### src/rtl/serial_sub_ctrl.sv
// serial_sub_ctrl: bit-serial unsigned A-B controller driving one NAND-built 1-bit full subtractor.
// Operands shift LSB-first through the cell; the borrow lives in a flop between cycles.
module sub_cell_nand (
    input  logic i_x,
    input  logic i_y,
    input  logic i_bin,
    output logic o_d,
    output logic o_bo
);
    logic w_n1, w_p, w_n2, w_nx, w_np, w_g, w_h;
    assign w_n1 = ~(i_x & i_y);
    assign w_p  = ~(~(i_x & w_n1) & ~(i_y & w_n1));
    assign w_n2 = ~(w_p & i_bin);
    assign o_d  = ~(~(w_p & w_n2) & ~(i_bin & w_n2));
    assign w_nx = ~(i_x & i_x);
    assign w_np = ~(w_p & w_p);
    // w_g low when ~x&y, w_h low when ~(x^y)&bin; their NAND is the borrow out
    assign w_g  = ~(w_nx & i_y);
    assign w_h  = ~(w_np & i_bin);
    assign o_bo = ~(w_g & w_h);
endmodule

module serial_sub_ctrl #(
    parameter int WIDTH = 8
) (
    input  logic             i_clk,
    input  logic             i_rst_n,
    input  logic             i_start,
    input  logic [WIDTH-1:0] i_a,
    input  logic [WIDTH-1:0] i_b,
    output logic             o_ready,
    output logic             o_busy,
    output logic             o_done,
    output logic [WIDTH-1:0] o_diff,
    output logic             o_bout
);
    localparam int CW = $clog2(WIDTH);
    typedef enum logic [1:0] {S_IDLE, S_RUN, S_DONE} state_t;
    state_t r_state, w_next;
    logic [WIDTH-1:0] r_sa, r_sb, r_res, r_diff, w_res_next;
    logic [CW-1:0] r_count;
    logic r_borrow, r_bout, w_d, w_bo, w_last;

    sub_cell_nand u_cell (
        .i_x  (r_sa[0]),
        .i_y  (r_sb[0]),
        .i_bin(r_borrow),
        .o_d  (w_d),
        .o_bo (w_bo)
    );

    assign w_last     = r_count == CW'(WIDTH - 1);
    assign w_res_next = {w_d, r_res[WIDTH-1:1]};
    assign o_diff     = r_diff;
    assign o_bout     = r_bout;

    always_ff @(posedge i_clk) begin
        if (!i_rst_n) r_state <= S_IDLE;
        else r_state <= w_next;
    end

    always_comb begin
        w_next = r_state;
        if (r_state == S_IDLE && i_start) w_next = S_RUN;
        else if (r_state == S_RUN && w_last) w_next = S_DONE;
        else if (r_state == S_DONE) w_next = S_IDLE;
    end

    always_comb begin
        o_ready = r_state == S_IDLE;
        o_busy  = r_state != S_IDLE;
        o_done  = r_state == S_DONE;
    end

    always_ff @(posedge i_clk) begin
        if (!i_rst_n) begin
            r_sa     <= '0;
            r_sb     <= '0;
            r_res    <= '0;
            r_count  <= '0;
            r_borrow <= 1'b0;
            r_diff   <= '0;
            r_bout   <= 1'b0;
        end else if (r_state == S_IDLE && i_start) begin
            r_sa     <= i_a;
            r_sb     <= i_b;
            r_count  <= '0;
            r_borrow <= 1'b0;
        end else if (r_state == S_RUN) begin
            r_sa     <= r_sa >> 1;
            r_sb     <= r_sb >> 1;
            r_res    <= w_res_next;
            r_borrow <= w_bo;
            r_count  <= r_count + CW'(1);
            if (w_last) begin
                r_diff <= w_res_next;
                r_bout <= w_bo;
            end
        end
    end
endmodule

### config.mk
export PLATFORM = sky130hd
export DESIGN_NAME = serial_sub_ctrl
export DESIGN_NICKNAME = d
export VERILOG_FILES = /design/src/rtl/serial_sub_ctrl.sv
export SDC_FILE = /design/constraint.sdc
export NUM_CORES = 1
export LEC_CHECK = 0
export CORE_MARGIN = 2
export CORE_UTILIZATION = 40
export DETAILED_ROUTE_END_ITERATION = 7
export HOLD_SLACK_MARGIN = 0.06
export PLACE_DENSITY = 0.74
export SLEW_MARGIN = 20
export SYNTH_ARGS = -nofsm -noshare
export SYNTH_HDL_FRONTEND = slang
export SYNTH_HIERARCHICAL = 1
export SYNTH_SLANG_ARGS = --single-unit
### constraint.sdc
create_clock -name i_clk -period 1.61 [get_ports i_clk]
set_input_delay 0.2415 -clock i_clk [delete_from_list [all_inputs] [get_ports i_clk]]
set_output_delay 0.2415 -clock i_clk [all_outputs]
set_load 0.05 [all_outputs]
==> impl_results.md <==
- Clock network fraction of design power: 0.338
- Top Family by Delay on Critical Path: flip-flops
- Critical path's most frequent cell: inv_1
- CTS max path bufs: 2
- Final Wtd Congestion: 0.740
- Die H: 68.4 um
- Global-route wire length before repair: 5560 um
- Adder-Cell Fraction of Synth Area: 0.0271
- Routed wire length: 3210 um
- Switch share: 0.253
- Post-cts hold buffer count: 0
- HPWL Detailed: 2160 um
- Largest family of logic cells by synthesized area: compound AO/OA/AOI/OAI gates
- Clk_skew: 0.00614 ns
- Worst VDD drop: 0.491 mV
- Post-Syn Nets: 214
- Synth cell types: 31
- Largest net degree at the start of global routing: 36
- Pint: 1.48 mW
- Placed cell count: 267
- Final setup vio count: 0
- Met3 routed WL: 148 um
- Total vias in the final route: 1376
- Initial core utilization: 0.415
- Vias in the first global route: 1298
- Worst skew pair latency: 0.29 ns
- Final Slew Violations: 0
- Area Overhead vs Synth: 28.1%
- Unrepaired setup endpoints after global routing: no
- Core region area: 0.00400 mm2
- Nets: 246
- Vias per cell: 5.00
- Final Cycle Share: 0.917
- EDFF count, synth: 0
- Compound-Gate Fraction of Synth Area: 0.255
- Post-synth ARST share: 0
- Crit path max-delay cell type: dfxtp_2
- Peak Freq: 0.677 GHz
- Num ports: 31
- Critical Path Max Stage Delay: 0.46 ns
- Uppermost routed layer: met4
- Drt pass-1 iters: 4
- DRT iter0 DRCs: 32
- Register area share after synthesis: 0.458
- Crit path DAT: 1.23 ns
- Die X: 68.4 um
- Avg Cell Area, Syn: 8.65 um2
- CTS H-tree depth: 2
- FF+latch count, synth: 38
- Post-synthesis mux area share: 0
- Minimum clock period: 1.48 ns
- Reg power frac: 0.512
- Die Area: 0.00468 mm2
- DRT antenna net count: 0
- GRT Util Overall: 0.158
- Final hold violations: 0
- Clk sinks: 38
- DRT met1 WL: 1520 um
- Final Instance Count excl. Fillers: 275
- CTS tree: yes
- CP endpoint kind: output pin
- Number of port buffers: 30
- Slew headroom: 0.727
- Logic pwr share: 0.151
- Pwr Density: 932 mW/mm2
- Share of cells above drive strength 1: 0.196
- Kind of critical path: reg -> out
- Max FO, Critical Path: 11
- Sum of negative setup slack: 0 ns
- Worst Path Buf+Inv: 3
- Drc violations: 0
- Synth Area in XOR/XNOR: 0.00528
- Worst Tran Pin Value: 0.409 ns
- Commonest cells after routing, fill and taps aside: nand2_1, dfxtp_1, a21oi_1
- CP Launch Type: register
- Row count: 23
- Yosys warns: 6
- Drt wl/cell: 11.7 um
- Initial antenna violation count: 0
- Remaining Overflow, GRT: 0
- CTS buffer count: 5
- Leak pwr: 0.816 nW
- Simple-Gate Fraction of Synth Area: 0.188
- Hold Crit Class: reg -> reg
- Main flop type after synthesis: dfxtp_1
- CP cell instances: inv_1, nand2_1, inv_1, buf_4
- Synthesized cell area: 0.00166 mm2
- Max Cap Viol: 0
- Most common cell after layout, fill and taps aside: nand2_1
- Switch Pwr: 0.501 mW
- Clock Tree Root: clkbuf_8
- Total power: 1.98 mW
- Clock transition at path regs: 0.07 ns
- Gate Count Post-Synth: 192
- Outcome: completed
- Worst Path Required: 1.37 ns
- Met2 wire length: 1500 um
- Diode count: 0
[kinds of logic after synthesis]
logic type,after synthesis
simple gates,68
compound gates,63
flops,38
buf+inv,19
fa+ha+maj,3
xor+xnor,1
[area by class of cell]
cell class	instances	area (um2)
repair buffers	39	400
fillers	383	1870
flip-flops and latches	38	763
multi-input cells	135	791
clock buffers	7	86.3
inverters	5	18.8
clock inverters	1	5.00
well taps	50	62.6
[repair_timing]
| item | CTS | global route |
|---|---|---|
| endpoints found under the setup margin | 1 | 1 |
| setup buffers | 0 | 0 |
| resized for setup | 1 | 1 |
[worst register-to-register path: stages, from the launching register on]
cell	delay, ns
dfxtp_1	0.35
ha_1	0.16
ha_1	0.16
nand3b_1	0.30
a21oi_1	0.24
nor2b_1	0.06
[sequential cells by signal, indices dropped and copies added (netlist names)]
| register | flops |
|---|---|
| o_bout | 1 |
| r_sb | 8 |
| r_res | 7 |
| r_count | 3 |
| r_borrow | 1 |
| r_state | 2 |
| o_diff | 8 |
| r_sa | 8 |
[layer usage]
layer | GRT usage | vias to the layer above
met1 | 0.193 | 634
met2 | 0.258 | 24
met3 | 0.0510 | 6
li1 | - | 712
met4 | 0.0600 | 0
met5 | 0 | -
[synthesized netlist by cell type, types with 2 or more instances]
library cell,number,area share
inv_1,5,0.011
o221a_2,2,0.014
a21boi_1,10,0.045
ha_1,2,0.015
a21boi_0,8,0.036
o21ai_0,2,0.0060
dfxtp_1,38,0.46
a21oi_1,27,0.081
buf_4,7,0.032
nand2b_1,2,0.0075
nand3_1,11,0.033
o21ai_2,9,0.047
nor2_1,5,0.011
clkbuf_1,3,0.0068
buf_2,3,0.0090
nand2_1,43,0.097
[metrics by stage]
step	cell area (um2)	worst slack, ns	hold slack (ns)	utilization
finish	2130	0.134	0.451	0.532
floorplan	1660	0.0596	0.379	-
CTS	2130	0.0150	0.452	0.531
global placement	2030	0.0528	0.435	0.508
detailed placement	2030	0.0110	0.442	0.508
global route	2130	0.0139	0.457	0.532
[power by group through the flow]
stage | registers [mW] | logic [mW] | clock network [mW]
detailed placement | 1.03 | 0.302 | 0
finish | 1.01 | 0.299 | 0.669
floorplan | 1.02 | 0.196 | 0
global placement | 1.03 | 0.296 | 0
global route | 1.02 | 0.331 | 0.723
CTS | 1.01 | 0.303 | 0.683
[worst paths after layout]
check / start / cells after the start / end / slack (ns)
setup / recovery: r_state[1] / 4 / o_ready / 0.13
hold / removal: r_sa[2] / 2 / r_sa[1] / 0.45
setup reg to reg: r_count[0] / 5 / r_state[0] / 0.22
hold reg to reg: r_sa[2] / 2 / r_sa[1] / 0.45
Note: power is estimated with default switching activity, not from simulation.
